[src/rtl/mem_req_arbiter.sv]
// Two-requester arbiter sharing one 4B memory port between imem and dmem; an in-order tag FIFO routes each response back.
// Optional build macro MEM_REQ_ARBITER_DMEM_PRIORITY_EN selects fixed dmem priority instead of round-robin.

package mem_req_arbiter_pkg;

  typedef struct packed {
    logic [2:0]  typ;
    logic [7:0]  opaque;
    logic [31:0] addr;
    logic [1:0]  len;
    logic [31:0] data;
  } mem_req_4B_t;

  typedef struct packed {
    logic [2:0]  typ;
    logic [7:0]  opaque;
    logic [1:0]  test;
    logic [1:0]  len;
    logic [31:0] data;
  } mem_resp_4B_t;

endpackage

// Simulation-only protocol monitor for the memory response channel.
module mem_req_arbiter_chk (
  input logic clk,
  input logic reset,
  input logic memresp_val,
  input logic fifo_empty
);

  // A response with nothing in flight means the memory side is out of sync.
  always_ff @(posedge clk) begin
    if (reset && memresp_val && fifo_empty) begin
      $error("mem_req_arbiter: memresp_val asserted with no outstanding request");
    end else begin
    end
  end

endmodule

module mem_req_arbiter
  import mem_req_arbiter_pkg::*;
#(
  parameter int p_max_outstanding = 4
) (
  input  logic                               clk,
  input  logic                               reset,
  input  mem_req_4B_t                        imemreq_msg,
  input  logic                               imemreq_val,
  output logic                               imemreq_rdy,
  output mem_resp_4B_t                       imemresp_msg,
  output logic                               imemresp_val,
  input  logic                               imemresp_rdy,
  input  mem_req_4B_t                        dmemreq_msg,
  input  logic                               dmemreq_val,
  output logic                               dmemreq_rdy,
  output mem_resp_4B_t                       dmemresp_msg,
  output logic                               dmemresp_val,
  input  logic                               dmemresp_rdy,
  output mem_req_4B_t                        memreq_msg,
  output logic                               memreq_val,
  input  logic                               memreq_rdy,
  input  mem_resp_4B_t                       memresp_msg,
  input  logic                               memresp_val,
  output logic                               memresp_rdy,
  output logic [$clog2(p_max_outstanding):0] num_outstanding
);

  localparam int PTR_W = $clog2(p_max_outstanding);
  localparam int CNT_W = PTR_W + 1;
  localparam logic [CNT_W-1:0] CNT_FULL = CNT_W'(p_max_outstanding);
  localparam logic [CNT_W-1:0] CNT_ONE  = CNT_W'(1);
  localparam logic [CNT_W-1:0] CNT_ZERO = {CNT_W{1'b0}};
  localparam logic [PTR_W-1:0] PTR_ONE  = PTR_W'(1);
  localparam logic [PTR_W-1:0] PTR_ZERO = {PTR_W{1'b0}};

  logic             tag_r [p_max_outstanding];
  logic [PTR_W-1:0] head_r;
  logic [PTR_W-1:0] tail_r;
  logic [CNT_W-1:0] count_r;

  logic full_s;
  logic empty_s;
  logic both_pick_s;
  logic grant_val_s;
  logic grant_id_s;
  logic head_tag_s;
  logic req_fire_s;
  logic resp_fire_s;

  assign full_s     = (count_r == CNT_FULL);
  assign empty_s    = (count_r == CNT_ZERO);
  assign head_tag_s = tag_r[head_r];

`ifdef MEM_REQ_ARBITER_DMEM_PRIORITY_EN
  assign both_pick_s = 1'b1;
`else
  logic prio_r;

  assign both_pick_s = prio_r;

  // Round-robin: after each issued request the other requester is favoured.
  always_ff @(posedge clk or negedge reset) begin
    if (!reset) begin
      prio_r <= 1'b0;
    end else if (req_fire_s) begin
      prio_r <= ~grant_id_s;
    end else begin
      prio_r <= prio_r;
    end
  end
`endif

  // Pick a requester; a full FIFO blocks every grant regardless of same-cycle pops.
  always_comb begin
    grant_val_s = 1'b0;
    grant_id_s  = 1'b0;
    if (full_s) begin
      grant_val_s = 1'b0;
    end else if (imemreq_val && dmemreq_val) begin
      grant_val_s = 1'b1;
      grant_id_s  = both_pick_s;
    end else if (imemreq_val) begin
      grant_val_s = 1'b1;
      grant_id_s  = 1'b0;
    end else if (dmemreq_val) begin
      grant_val_s = 1'b1;
      grant_id_s  = 1'b1;
    end else begin
      grant_val_s = 1'b0;
    end
  end

  // Request mux; outputs are forced low while reset is asserted.
  always_comb begin
    memreq_val  = 1'b0;
    memreq_msg  = imemreq_msg;
    imemreq_rdy = 1'b0;
    dmemreq_rdy = 1'b0;
    if (reset && grant_val_s) begin
      memreq_val = 1'b1;
      if (grant_id_s) begin
        memreq_msg  = dmemreq_msg;
        dmemreq_rdy = memreq_rdy;
      end else begin
        memreq_msg  = imemreq_msg;
        imemreq_rdy = memreq_rdy;
      end
    end else begin
      memreq_val = 1'b0;
    end
  end

  // Response demux steered by the oldest outstanding tag.
  always_comb begin
    imemresp_val = 1'b0;
    dmemresp_val = 1'b0;
    memresp_rdy  = 1'b0;
    if (reset && !empty_s) begin
      if (head_tag_s) begin
        dmemresp_val = memresp_val;
        memresp_rdy  = dmemresp_rdy;
      end else begin
        imemresp_val = memresp_val;
        memresp_rdy  = imemresp_rdy;
      end
    end else begin
      memresp_rdy = 1'b0;
    end
  end

  assign imemresp_msg    = memresp_msg;
  assign dmemresp_msg    = memresp_msg;
  assign req_fire_s      = memreq_val && memreq_rdy;
  assign resp_fire_s     = memresp_val && memresp_rdy;
  assign num_outstanding = count_r;

  // Grant-order tag FIFO; pointers wrap naturally since the depth is a power of two.
  always_ff @(posedge clk or negedge reset) begin
    if (!reset) begin
      head_r  <= PTR_ZERO;
      tail_r  <= PTR_ZERO;
      count_r <= CNT_ZERO;
      for (int i = 0; i < p_max_outstanding; i++) begin
        tag_r[i] <= 1'b0;
      end
    end else begin
      if (req_fire_s) begin
        tag_r[tail_r] <= grant_id_s;
        tail_r        <= tail_r + PTR_ONE;
      end else begin
        tail_r <= tail_r;
      end
      if (resp_fire_s) begin
        head_r <= head_r + PTR_ONE;
      end else begin
        head_r <= head_r;
      end
      case ({req_fire_s, resp_fire_s})
        2'b10:   count_r <= count_r + CNT_ONE;
        2'b01:   count_r <= count_r - CNT_ONE;
        default: count_r <= count_r;
      endcase
    end
  end

`ifndef SYNTHESIS
  mem_req_arbiter_chk u_chk (
    .clk         (clk),
    .reset       (reset),
    .memresp_val (memresp_val),
    .fifo_empty  (empty_s)
  );
`endif

endmodule

[config.mk]
export PLATFORM = sky130hd
export DESIGN_NAME = mem_req_arbiter
export DESIGN_NICKNAME = d
export VERILOG_FILES = /design/src/rtl/mem_req_arbiter.sv
export SDC_FILE = /design/constraint.sdc
export NUM_CORES = 1
export LEC_CHECK = 0
export ABC_AREA = 1
export BUFFER_PORTS_ARGS = -buffer_cell sky130_fd_sc_hd__clkbuf_2
export CELL_PAD_IN_SITES_DETAIL_PLACEMENT = 0
export CELL_PAD_IN_SITES_GLOBAL_PLACEMENT = 1
export CORE_AREA = 2 2 150 152
export DETAILED_ROUTE_END_ITERATION = 6
export DIE_AREA = 0 0 152 154
export PLACE_DENSITY = 0.66
export SLEW_MARGIN = 40
export SYNTH_ARGS = -nofsm -noshare
export SYNTH_HDL_FRONTEND = slang
export SYNTH_SLANG_ARGS = --single-unit
[constraint.sdc]
create_clock -name clk -period 6.1 [get_ports clk]
set_input_delay 0.305 -clock clk [delete_from_list [all_inputs] [get_ports clk]]
set_output_delay 0.305 -clock clk [all_outputs]
set_load 0.01 [all_outputs]
======== Word-level counts from Yosys, hierarchy flattened ========
Cells that the tools add are included.
cells by class
  $add $sub $neg .......................... 4
  multiply operators ...................... 0
  div/mod/pow operators ................... 0
  magnitude comparators ................... 3
  eq/ne operators ......................... 3
  shift operators ......................... 0
  mux-type cells .......................... 27
  bitwise gates (word level) .............. 3
  reductions and logical operators ........ 9
operator list
  operator               count
  $mux W77               2
  $mux W1                21
  $ge A3 B3 Y1 const B   2
  $logic_and A1 B1 Y1    6
  $not A2 Y3             2
  $pmux W3 S2            1
  $add A2 B1 Y2 const B  2
  $bwmux W4              1
  $add A3 B1 Y3 const B  1
  $eq A3 B3 Y1 const B   1
  $logic_not A3 Y1       1
  $lt A3 B1 Y1 const B   1
  $sub A3 B1 Y3 const B  1
  $bmux W1 S2            1
  $demux W1 S2           1
  $eq A2 B1 Y1 const B   1
  $eq A2 B2 Y1 const B   1
  $reduce_bool A2 Y1     1
  $logic_not A1 Y1       1
  $not A1 Y1             1
word-level totals
  register bits ........................... 12
  bits in latches ......................... 0
  memory bits (writable) .................. 0
  memory bits (read-only) ................. 0
  bits of input ports ..................... 209
  output and inout bits ................... 180
  logic and storage cells ................. 57
  memories ................................ 0

======== Logic depth before layout (Yosys ltp) ========
  word-level depth ........................ 9
  depth in mapped cells ................... 13
  mapped depth without buffers ............ 13

======== Least setup slack after synthesis ========
OpenSTA, ideal clock, no wires.
  path kind ............................... reg2reg
  from .................................... reg count_r[0] (netlist: num_outstanding[0])
  to ...................................... reg count_r[2] (netlist: num_outstanding[2])
  setup time .............................. 0.131 ns
  data arrival time ....................... 1.903 ns
  data required time ...................... 5.969 ns
  slack ................................... 4.066 ns
  stages on the path, launching flop included .. 13
  path buffers ............................ 0
  cell sequence ........................... dfrtp_1 inv_2 nand3_1 nand2_1 nor2_1 nand3_1 inv_1 ha_1 inv_1 fa_1 a21oi_1 o21ai_0 xor2_1
on the way
  word-level cells in the longest chain between the ends .. 7
ends and longest elaborated chain
  element                                            line  text
  start: declaration                                 81    logic [CNT_W-1:0] count_r;
  start signal: assignment                           201   2'b10: count_r <= count_r + CNT_ONE;
  start signal: assignment                           202   2'b01: count_r <= count_r - CNT_ONE;
  start signal: assignment                           203   default: count_r <= count_r;
  $logic_not A3 Y1 (*)                               93    assign empty_s = (count_r == CNT_ZERO);
  $logic_not A1 Y1 (*)                               160   if (reset && !empty_s) begin
  $logic_and A1 B1 Y1 (*)                            160
  $mux W1 (*)                                        160
  $logic_and A1 B1 Y1 (*)                            176   assign resp_fire_s = memresp_val && memresp_rdy;
  net resp_fire_s                                    90    logic resp_fire_s;
  $eq A2 B1 Y1 or $eq A2 B2 Y1 (tied branches)       200   case ({req_fire_s, resp_fire_s})
  $pmux W3 S2 or $reduce_bool A2 Y1 (tied branches)  -
Mark *: on every way through the listed nets, which the timed path passes. The rest lies on a longest branch.
A chain may end at the register's enable or synchronous reset.

==> results.py <==
metrics = {
    "sta": {
        "fmax_mhz": 281,
        "final.period_utilization_pct": 58.3,
        "rsz0062_at_grt": "false",
        "tightest_slew_ns": 0.585,
        "setup_ws_ns": 2.54,
        "setup_tns_ns": 0,
        "finalSetupViolCount": 0,
        "drv_slew": 0,
        "clock_skew_ns": 0.00197,
        "slew_headroom_pct": 61.0,
        "hold_viol_final": 0,
        "finalCriticalPeriod_ns": 3.56,
    },
    "synth": {
        "synth_mux_area_share_pct": 0,
        "synth-seq-area-share_pct": 12.4,
        "synth_top_family_by_area": "simple AND/OR/NAND/NOR gates",
        "synth-simple-area-share_pct": 44.1,
        "post_synth_instance_area_um2": 2410,
        "syn_avg_cell_area_um2": 5.51,
        "synth_warnings": 0,
        "postSynthCellCount": 438,
        "ys_types": 19,
        "synth_fa_ha_area_share_pct": 3.42,
        "synth-seq-cells": 12,
        "syn_nets": 653,
        "synth-compound-area-share_pct": 2.07,
        "synth_xor_area_share_pct": 1.45,
    },
    "power_and_ir_drop": {
        "total_power_w": 0.000797,
        "p_int_w": 0.000419,
        "p_leak_nw": 2.16,
        "swShare_pct": 47.4,
        "ir_worst_vdd_mv": 0.0891,
        "pwr-share-seq_pct": 18.5,
        "clockPowerShare_pct": 16.6,
        "power_density_nw_per_um2": 241,
        "p_sw_w": 0.000378,
        "comb_power_share_pct": 64.9,
    },
    "drt": {
        "drcViolationCount": 0,
        "final_antenna_net_count": 0,
        "initialDrtViolationCount": 204,
        "drt_wl_total_mm": 9.12,
        "routed-via-count": 2861,
        "first_pass_iters": 4,
        "wl_per_cell_um": 10.6,
        "via_per_inst": 3.32,
    },
    "cells_and_area": {
        "num_antenna_cells": 0,
        "utilization_pct": 15.3,
        "area_growth_pct": 37.4,
        "layoutNonFillerInstCount": 862,
        "drive_above_1_share_pct": 44.7,
        "num-nets-final": 798,
        "num-fill-cells": 2589,
    },
    "placement": {
        "gp_congestion": 0.716,
        "dp_slack_ns": 2.80,
        "port_buffers": 247,
        "hpwl_mm": 7.73,
        "place_inst": 857,
    },
    "floorplanning": {
        "die_area_um2": 23400,
        "die_w_um": 152,
        "core-area_um2": 21700,
        "die_h_um": 154,
        "ios": 389,
        "start_util_pct": 11.1,
        "row_count": 54,
    },
    "critical_path": {
        "cpMostUsedCell": "nand2_1",
        "critical_path_class": "input port to output port",
        "worstPathArrival_ns": 3.25,
        "cpMaxStageDelayCell": "dlygate4sd3_1",
        "critPathRequiredTime_ns": 5.79,
        "cp_num_buf_inv": 7,
        "critPathCaptureType": "output port",
        "cp_max_fo": 78,
        "max_stage_delay_ns": 0.54,
        "crit_family": "buffers and inverters",
        "crit_chain": "dlygate4sd3_1 -> clkbuf_2 -> inv_2 -> nor2_1 -> nand2_1 -> nor2_4 -> buf_6 -> inv_2 -> buf_4 -> nand2_1 -> nand2_1 -> clkbuf_2",
        "startpoint_type": "input port",
    },
    "global_routing": {
        "grt_max_degree": 79,
        "overflow": 0,
        "grt_pass1_wl_mm": 14.4,
        "grt_usage_pct": 7.31,
        "antenna_found_initial": 0,
        "grt_pass1_vias": 2911,
    },
    "clocking": {
        "cts_tree": "built",
        "postCtsResizedCells": 0,
        "numCtsBuffers": 3,
        "cts-root-buf": "clkbuf_16",
        "insertion_delay_ns": 0.24,
        "cts_max_path_buffers": 2,
        "clk_pin_slew_worst_paths_ns": 0.04,
        "htree_levels": 1,
        "clock-sinks": 12,
    },
    "hold_path": {
        "hp-class": "input port to register",
    },
    "job": {
        "maxCapViolCount": 0,
    },
    "run_status": {
        "status": "completed",
    },
}
Yosys cell counts:
cell	count	area [um^2]
xnor2_1	1	8.76
nand3_1	9	45.0
nor2_4	1	11.3
a21oi_1	2	10.0
buf_4	99	743
nor2_1	6	22.5
nand2_1	257	965
buf_6	2	22.5
dfrtp_1	12	300
nand3_2	2	20.0
buf_2	2	10.0
ha_1	5	62.6
xor2_1	3	26.3
fa_1	1	20.0
buf_1	2	7.51
o21ai_0	8	40.0
inv_2	4	15.0
inv_1	17	63.8
clkbuf_1	5	18.8
logic make-up after synthesis:
kind of cell | after synthesis
AND/OR/NAND/NOR | 275
XOR/XNOR | 4
buffers and inverters | 131
AO/OA/AOI/OAI | 10
adder cells (fa/ha/maj) | 6
flip-flops | 12
worst register-to-register path: stages, from the launching register on:
cell,delay (ns)
dfrtp_1,0.39
inv_1,0.08
nand3_1,0.08
nand2_1,0.07
nor2_1,0.26
nand3_1,0.19
inv_1,0.10
ha_1,0.13
inv_1,0.07
fa_1,0.38
a21oi_1,0.14
o21ai_0,0.10
xor2_1,0.15
final timing paths:
check                                          startpoint                        endpoint  slack, ns  cells after the start
hold / removal                                 memreq_rdy           tail_r[0]$_DFFE_PN0P_       0.43                      3
setup / recovery                                    reset                   memreq_msg[2]       2.54                     12
min in group asynchronous                           reset  num_outstanding[2]$_DFFE_PN0P_       0.54                      2
hold reg to reg                      tag_r[2]$_DFFE_PN0P_            tag_r[2]$_DFFE_PN0P_       0.49                      2
max in group asynchronous                           reset            tag_r[3]$_DFFE_PN0P_       5.30                      2
setup reg to reg           num_outstanding[2]$_DFFE_PN0P_  num_outstanding[2]$_DFFE_PN0P_       3.83                     12
layout by cell type (no fill, tap or decap), types with 2 or more instances in the layout:
master,Yosys,final
o21ai_0,8,8
nand3_2,2,2
nand3_1,9,9
clkbuf_2,0,247
dfrtp_1,12,12
inv_1,17,17
a21oi_1,2,2
nand2_1,257,257
inv_2,4,4
ha_1,5,5
xor2_1,3,3
nor2_1,6,6
clkbuf_16,0,3
sequential cells by signal, indices dropped and copies added (netlist names):
name / count
num_outstanding: 3
head_r: 2
tail_r: 2
both_pick_s: 1
tag_r: 4
per-stage QoR:
stage	hold slack (ns)	cell area, um^2
after floorplan	0.00941	2410
after global placement	0.217	3210
after detailed placement	0.226	3210
after CTS	0.435	3310
after global routing	0.454	3310
final	0.430	3310
area by class of cell:
class                   count  area (um^2)  share of cell area [%]
well taps                 280          350                    10.6
clock buffers               4         88.8                    2.68
inverters                  21         78.8                    2.38
multi-input cells         295         1230                    37.1
repair buffers            250         1260                    38.2
flip-flops and latches     12          300                    9.06
metal layers:
metal | share of wire (%) | global-route usage (%)
met1 | 38 | 7.90
met2 | 49 | 13.7
met3 | 12 | 2.73
met4 | 1.4 | 1.42
met5 | 0 | 0
timing repair:
| item | in CTS | in global routing |
|---|---|---|
| hold buffers | 1 | 0 |
| setup buffers | 0 | 0 |
| hold endpoints to repair | 12 | 0 |
power by group through the flow:
stage	combinational, W	clock, W	sequential, W
finish	0.000517	0.000132	0.000148
global route	0.000600	0.000137	0.000153
CTS	0.000530	0.000134	0.000148
detailed placement	0.000524	0	0.000148
global placement	0.000524	0	0.000148
floorplan	0.000376	0	0.000147
Note: power is estimated with default switching activity, not from simulation.
